**config.mk**
```make
export PLATFORM = sky130hd
export DESIGN_NAME = i2s_sample_rx
export DESIGN_NICKNAME = d
export VERILOG_FILES = /design/src/rtl/i2s_sample_rx.sv
export SDC_FILE = /design/constraint.sdc
export NUM_CORES = 1
export LEC_CHECK = 0
export ABC_AREA = 1
export CORE_ASPECT_RATIO = 1.1
export CORE_UTILIZATION = 31
export CTS_BUF_LIST = sky130_fd_sc_hd__clkbuf_8 sky130_fd_sc_hd__clkbuf_16
export DETAILED_ROUTE_END_ITERATION = 6
export GPL_TIMING_DRIVEN = 0
export HOLD_SLACK_MARGIN = 0.06
export SETUP_SLACK_MARGIN = 0.1
export SLEW_MARGIN = 30
export SYNTH_ARGS = -nofsm -noshare
export SYNTH_HDL_FRONTEND = slang
export SYNTH_SLANG_ARGS = --single-unit
```
**constraint.sdc**
```tcl
create_clock -name clock -period 2.2 [get_ports clock]
set_input_delay 0.44 -clock clock [delete_from_list [all_inputs] [get_ports clock]]
set_output_delay 0.44 -clock clock [all_outputs]
set_load 0.005 [all_outputs]
```
**src/rtl/i2s_sample_rx.sv**
```systemverilog
// I2S receiver: oversamples sck/ws/sd in the clock domain and delivers one channel as signed SAMPLE_W-bit words.
// Define I2S_SAMPLE_RX_ERRCNT_EN to add the saturating 8-bit err_cnt output.
module i2s_sample_rx #(
  parameter int SAMPLE_W = 18,
  parameter int CNT_W    = 5
) (
  input  logic                clock,
  input  logic                reset,
  input  logic                sck,
  input  logic                ws,
  input  logic                sd,
  input  logic                chsel,
  input  logic                clr_err,
  output logic [SAMPLE_W-1:0] dataout,
  output logic                endata,
`ifdef I2S_SAMPLE_RX_ERRCNT_EN
  output logic [7:0]          err_cnt,
`endif
  output logic                frame_err
);

  // state | meaning
  // IDLE  | waiting for a ws edge into the selected channel
  // SHIFT | collecting MSB-first bits of the selected slot
  // DONE  | word complete, dataout/endata presented for one clock
  typedef enum logic [1:0] {
    IDLE  = 2'd0,
    SHIFT = 2'd1,
    DONE  = 2'd2
  } state_t;

  state_t              state, state_nxt;
  logic [2:0]          sck_sync;
  logic [1:0]          ws_sync;
  logic [1:0]          sd_sync;
  logic                ws_prev;
  logic [CNT_W-1:0]    cnt, cnt_nxt;
  logic [SAMPLE_W-1:0] shift, shift_nxt;
  logic                sck_rise;
  logic                ws_s;
  logic                sd_s;
  logic                ws_edge;
  logic                load;
  logic                err_evt;

  assign sck_rise = sck_sync[1] & ~sck_sync[2];
  assign ws_s     = ws_sync[1];
  assign sd_s     = sd_sync[1];
  assign ws_edge  = sck_rise & (ws_s != ws_prev);

  always_ff @(posedge clock or negedge reset) begin
    if (!reset) begin
      sck_sync <= '0;
      ws_sync  <= '0;
      sd_sync  <= '0;
      ws_prev  <= 1'b0;
    end else begin
      sck_sync <= {sck_sync[1:0], sck};
      ws_sync  <= {ws_sync[0], ws};
      sd_sync  <= {sd_sync[0], sd};
      if (sck_rise) begin
        ws_prev <= ws_s;
      end
    end
  end

  always_ff @(posedge clock or negedge reset) begin
    if (!reset) begin
      state <= IDLE;
      cnt   <= '0;
      shift <= '0;
    end else begin
      state <= state_nxt;
      cnt   <= cnt_nxt;
      shift <= shift_nxt;
    end
  end

  // The sd bit seen on a ws edge is the previous slot's LSB, so it is never shifted.
  always_comb begin
    state_nxt = state;
    cnt_nxt   = cnt;
    shift_nxt = shift;
    load      = 1'b0;
    err_evt   = 1'b0;
    case (state)
      IDLE: begin
        if (ws_edge && (ws_s == chsel)) begin
          state_nxt = SHIFT;
          cnt_nxt   = '0;
          shift_nxt = '0;
        end
      end
      SHIFT: begin
        if (ws_edge) begin
          err_evt   = 1'b1;
          cnt_nxt   = '0;
          shift_nxt = '0;
          state_nxt = (ws_s == chsel) ? SHIFT : IDLE;
        end else if (sck_rise) begin
          shift_nxt = {shift[SAMPLE_W-2:0], sd_s};
          cnt_nxt   = cnt + CNT_W'(1);
          if (cnt == CNT_W'(SAMPLE_W - 1)) begin
            state_nxt = DONE;
            load      = 1'b1;
          end
        end
      end
      DONE: begin
        state_nxt = IDLE;
      end
      default: begin
        state_nxt = IDLE;
      end
    endcase
  end

  // Output registers load on the entry into DONE so endata is high exactly during DONE.
  always_ff @(posedge clock or negedge reset) begin
    if (!reset) begin
      dataout   <= '0;
      endata    <= 1'b0;
      frame_err <= 1'b0;
    end else begin
      endata <= load;
      if (load) begin
        dataout <= shift_nxt;
      end
      if (err_evt) begin
        frame_err <= 1'b1;
      end else if (clr_err) begin
        frame_err <= 1'b0;
      end
    end
  end

`ifdef I2S_SAMPLE_RX_ERRCNT_EN
  always_ff @(posedge clock or negedge reset) begin
    if (!reset) begin
      err_cnt <= 8'd0;
    end else if (err_evt) begin
      if (clr_err) begin
        err_cnt <= 8'd1;
      end else if (err_cnt != 8'hFF) begin
        err_cnt <= err_cnt + 8'd1;
      end
    end else if (clr_err) begin
      err_cnt <= 8'd0;
    end
  end
`endif

endmodule
```
# Word level (Yosys, flattened, before mapping)
# Cells that the tools add are included.
dict set report totals {
  elab_cells 49
  inputBits 7
  ff_bits 53
  out_inout_bits 20
}
dict set report op_classes {
  eq_ne 7
  mux 22
  reduce_logical 6
  n_bitwise 3
  add_sub_neg 1
}
# operator n
set op_table {}
lappend op_table {{18-bit 2-to-1 mux} 3}
lappend op_table {{18-bit case mux with 2 select lines} 1}
lappend op_table {{5-bit 2-to-1 mux} 3}
lappend op_table {{5-bit case mux with 2 select lines} 1}
lappend op_table {{1-bit 2-to-1 mux} 9}
lappend op_table {{2-bit 2-to-1 mux} 4}
lappend op_table {{3-bit != test (second input constant)} 2}
lappend op_table {{3-bit AND reduction} 2}
lappend op_table {{5-bit by 1-bit adder with 5-bit output (second input constant)} 1}
lappend op_table {{5-bit == test (second input constant)} 1}
lappend op_table {{2-bit case mux with 2 select lines} 1}
lappend op_table {{2-bit nonzero test} 2}
lappend op_table {{1-bit AND} 2}
lappend op_table {{2-bit by 1-bit == test with 1-bit output (second input constant)} 1}
lappend op_table {{2-bit zero test} 1}
lappend op_table {{2-bit != test (second input constant)} 1}
lappend op_table {{1-bit == test} 1}
lappend op_table {{1-bit logical AND} 1}
lappend op_table {{1-bit != test} 1}
lappend op_table {{1-bit NOT} 1}

# Logic depth before layout (Yosys ltp)
dict set report logic_depth {
  word_depth 6
  depth_mapped 10
  mapped_depth_nobuf 9
}

# Worst setup path after synthesis
# No wires, ideal clock.
dict set report synth_timing {
  path_kind {reg2reg}
  from {reg sck_sync[1]}
  to {reg dataout[16]}
  t_required_ps 2084
  arrival_ps 1208
  period_less_slack_ps 1324
  n_path_buf 2
  path_slack_ps 876
  stages_incl_launch_ff 11
  setup_time_ps 116
  path_cell_list {dfrtp_1 > buf_6 > inv_4 > nor2_8 > nand3_4 > nand3_4 > nor2_4 > inv_4 > buf_4 > nand2_1 > nand2_1}
}
dict set report synth_via {
  elab_chain_len 5
  elab_cells_between_ends 10
  classes_between {mux (7); bitwise (2); reduce/logical (1)}
}
# item line
set synth_rtl {}
lappend synth_rtl {{start: declaration} 33} ;# logic [2:0] sck_sync;
lappend synth_rtl {{start signal: assignment} 58} ;# sck_sync <= {sck_sync[1:0], sck};
lappend synth_rtl {{1-bit AND (*)} 46} ;# assign sck_rise = sck_sync[1] & ~sck_sync[2];
lappend synth_rtl {{1-bit AND} 49} ;# assign ws_edge = sck_rise & (ws_s != ws_prev);
lappend synth_rtl {{1-bit logical AND} 88} ;# if (ws_edge && (ws_s == chsel)) begin
lappend synth_rtl {{18-bit 2-to-1 mux} 88}
lappend synth_rtl {{18-bit case mux with 2 select lines} 86} ;# case (state)
lappend synth_rtl {{end signal: assignment} 127} ;# dataout <= shift_nxt;
lappend synth_rtl {{end: declaration} 14} ;# output logic [SAMPLE_W-1:0] dataout,
# Mark *: on every way between the ends. The rest lies on a longest branch, timed or not.
# A chain may end at the register's enable or synchronous reset.

# Final worst setup path
dict set report layout_timing {
  from {reg dataout[17]}
  to {out dataout[17]}
}
# No word-level cell between the ends.

==> metrics.json <==
{
  "run_status": {"value": "complete, no violations"},
  "drt-pass1-iter-count": {"value": 4},
  "vias_per_cell": {"value": 4.60},
  "grt_pass1_vias": {"value": 2213},
  "preCtsSetupSlack": {"value": 0.354, "unit": "ns"},
  "fmax": {"value": 620, "unit": "MHz"},
  "cts_resized": {"value": 0},
  "critPathMaxFanout": {"value": 2},
  "clk-insertion-delay-late": {"value": 0.30, "unit": "ns"},
  "drc": {"value": 0},
  "tightest_slew": {"value": 0.555, "unit": "ns"},
  "ir_drop": {"value": 0.000348, "unit": "V"},
  "drt_first_iter_violations": {"value": 164},
  "clockBufferDepth": {"value": 2},
  "critPathLaunchType": {"value": "flop"},
  "tritoncts": {"value": "built"},
  "numCtsBuffers": {"value": 5},
  "synth-seq-area-share": {"value": 48.8, "unit": "%"},
  "core_footprint": {"value": 8450, "unit": "sq um"},
  "timing.critical_path.cells": {"value": "clkdlybuf4s50_1"},
  "tritoncts_num_sinks": {"value": 53},
  "setup_repair_after_global_routing_missed_its_margin": {"value": "false"},
  "netlist-cell-type-count": {"value": 25},
  "grt_first_pass_wirelength": {"value": 10.3, "unit": "mm"},
  "die-area": {"value": 9150, "unit": "sq um"},
  "dr_total_vias": {"value": 2293},
  "maxSlewHeadroom": {"value": 63.0, "unit": "%"},
  "finalWirelength": {"value": 5.92, "unit": "mm"},
  "grt-ovfl-total": {"value": 0},
  "finalClockSkew": {"value": 0.00925, "unit": "ns"},
  "layout_min_cycle_time": {"value": 1.61, "unit": "ns"},
  "cts_root_buf": {"value": "clkbuf_8"},
  "avgRoutedWirePerCell": {"value": 11.9, "unit": "um"},
  "fraction_of_power_consumed_by_combinational_cells": {"value": 35.0, "unit": "%"},
  "clock_transition_time_at_the_flip_flop_clock_pins_of_the_worst_setup_and_hold_paths": {"value": 0.09, "unit": "ns"},
  "post_synthesis_instance_area": {"value": 2720, "unit": "sq um"},
  "number_of_rows_in_the_core_area": {"value": 35},
  "antenna_violations_before_repair": {"value": 0},
  "power-per-cell-area": {"value": 889, "unit": "nW/um^2"},
  "finalWeightedCongestion": {"value": 0.878},
  "ys_warn_count": {"value": 0},
  "ant_nets": {"value": 0},
  "final-instance-count-excl-fill": {"value": 498},
  "synth.net_count": {"value": 361},
  "dominantRegCellSynth": {"value": "dfrtp_1"},
  "worst-setup-path-type": {"value": "reg -> out"},
  "dp_hpwl": {"value": 4.32, "unit": "mm"},
  "crit_share_post_route": {"value": 73.3, "unit": "%"},
  "p_int": {"value": 1770, "unit": "uW"},
  "worstPathRequired": {"value": 1.76, "unit": "ns"},
  "pwr-share-clk": {"value": 19.0, "unit": "%"},
  "port-buffer-count": {"value": 26},
  "min_path_type": {"value": "reg -> reg"},
  "chipWidth": {"value": 91.3, "unit": "um"},
  "grt_usage": {"value": 14.0, "unit": "%"},
  "timing.critical_path.to_type": {"value": "output port"},
  "timing.setup.tns": {"value": 0, "unit": "ns"},
  "netSwitchingFraction": {"value": 38.2, "unit": "%"},
  "asyncSetResetFlopFracSynth": {"value": 100, "unit": "%"},
  "floorplan.die.height": {"value": 100, "unit": "um"},
  "drive_gt1_share": {"value": 8.27, "unit": "%"},
  "power.switching": {"value": 1100, "unit": "uW"},
  "antennaDiodeCount": {"value": 0},
  "most-common-layout-cells": {"value": "126 x nand2_1, 80 x nand3_1, 53 x dfrtp_1, 46 x inv_1, 25 x clkdlybuf4s50_1"},
  "max-cap-violations": {"value": 0},
  "ctsHtreeMaxLevel": {"value": 2},
  "critPathArrivalTime": {"value": 1.17, "unit": "ns"},
  "setup_viol": {"value": 0},
  "starting_density_of_the_core": {"value": 32.2, "unit": "%"},
  "maxSlewViolCount": {"value": 0},
  "postSynthAreaPerCell": {"value": 7.72, "unit": "sq um"},
  "final_nets": {"value": 396},
  "grt_max_degree": {"value": 28},
  "dp_cells": {"value": 490},
  "final.setup.worst_slack": {"value": 0.588, "unit": "ns"},
  "timing.critical_path.slowest_stage_cell": {"value": "clkdlybuf4s50_1"},
  "number_of_flops_mapped_to_enable_cells_by_yosys": {"value": 0},
  "cellLeakagePower": {"value": 0.00166, "unit": "uW"},
  "worst_hold_slack": {"value": 0.345, "unit": "ns"},
  "syn_to_final_growth": {"value": 18.9, "unit": "%"},
  "fillCellCount": {"value": 880},
  "mostFrequentLayoutCell": {"value": "nand2_1"},
  "power_frac_seq": {"value": 46.0, "unit": "%"},
  "postSynthCellCount": {"value": 352},
  "timing.final.hold_violations": {"value": 0},
  "top_level_ports": {"value": 27},
  "critical-path-max-stage-delay": {"value": 0.50, "unit": "ns"},
  "critPathTopFamily": {"value": "buffers and inverters"},
  "synth-seq-cells": {"value": 53},
  "bufs_and_invs_on_worst_path": {"value": 1}
}
[power by group through the flow]
| stage | Combinational, uW | Clock, uW | Sequential, uW |
|---|---|---|---|
| floorplan | 769 | 0 | 1310 |
| global placement | 974 | 0 | 1330 |
| detailed placement | 1000 | 0 | 1340 |
| CTS | 1010 | 569 | 1320 |
| global route | 1150 | 601 | 1350 |
| finish | 1000 | 544 | 1320 |
[stage by stage]
stage	util, %	total power (uW)	cell area, sq um
2_1_floorplan	-	2070	2720
3_3_place_gp	36.9	2310	3120
3_5_place_dp	37.1	2340	3130
4_1_cts	38.2	2900	3230
5_1_grt	38.2	3100	3230
6_report	38.2	2870	3230
[final cells by class]
cell class                      count  area, sq um  area share [%]
Sequential cell                    53         1330            41.1
Multi-Input combinational cell    233         1090            33.7
Timing Repair Buffer               28          288            8.91
Inverter                           48          185            5.73
Tap cell                          111          139            4.30
Buffer                             18          119            3.68
Clock buffer                        6         82.6            2.56
Clock inverter                      1         3.75           0.116
[cells in the mapped netlist (2+ instances only)]
| library cell | n | area [sq um] |
|---|---|---|
| clkbuf_1 | 4 | 15.0 |
| o22ai_1 | 2 | 12.5 |
| xor2_1 | 2 | 17.5 |
| dfrtp_1 | 53 | 1330 |
| buf_2 | 8 | 40.0 |
| nand2_1 | 126 | 473 |
| nor3_1 | 3 | 15.0 |
| buf_6 | 5 | 56.3 |
| nand3_4 | 2 | 35.0 |
| nand3_1 | 80 | 400 |
| inv_4 | 2 | 12.5 |
| inv_1 | 45 | 169 |
| nor2_1 | 7 | 26.3 |
| ha_1 | 2 | 25.0 |
[cells by family (layout without fill, tap and decap cells)]
kind of cell | Yosys count | in the layout | synth area share (%)
adder cells (fa/ha/maj) | 2 | 2 | 0.921
AO/OA/AOI/OAI | 4 | 4 | 0.828
buffers and inverters | 66 | 101 | 11.2
flip-flops | 53 | 53 | 48.8
AND/OR/NAND/NOR | 223 | 223 | 36.9
XOR/XNOR | 3 | 3 | 0.967
multiplexers | 1 | 1 | 0.368
[registers in the layout, summed over array words and instances, names as in the netlist]
| signal | cells |
|---|---|
| cnt | 5 |
| dataout | 18 |
| endata | 1 |
| frame_err | 1 |
| sck_sync | 3 |
| sd_sync | 2 |
| shift | 18 |
| state | 2 |
| ws_prev | 1 |
| ws_sync | 2 |
[timing repair]
item / in CTS / in global routing
endpoints found under the hold margin: 22 / 0
buffers inserted: 0 / 0
hold buffers: 1 / 0
[routing by layer]
layer / share of wire, % / global-route usage [%] / up-vias / routed length, um
met2: 48 / 24.7 / 44 / 2840
li1: - / - / 1161 / -
met3: 3.9 / 2.20 / 8 / 232
met5: 0 / 0 / - / 0
met4: 2.0 / 5.13 / 0 / 119
met1: 46 / 17.4 / 1080 / 2730
[path summary, 6_finish.rpt]
path | start | endpoint | slack (ns) | depth (start not counted)
setup / recovery | dataout[17] | dataout[17] | 0.59 | 1
hold / removal | ws_sync[0] | ws_sync[1] | 0.35 | 0
setup reg to reg | state[1] | cnt[0] | 0.59 | 5
hold reg to reg | ws_sync[0] | ws_sync[1] | 0.35 | 0
max in group asynchronous | reset | sck_sync[2] | 1.14 | 3
min in group asynchronous | reset | dataout[4] | 0.58 | 2
No activity file was read; power rests on OpenSTA's default activity.
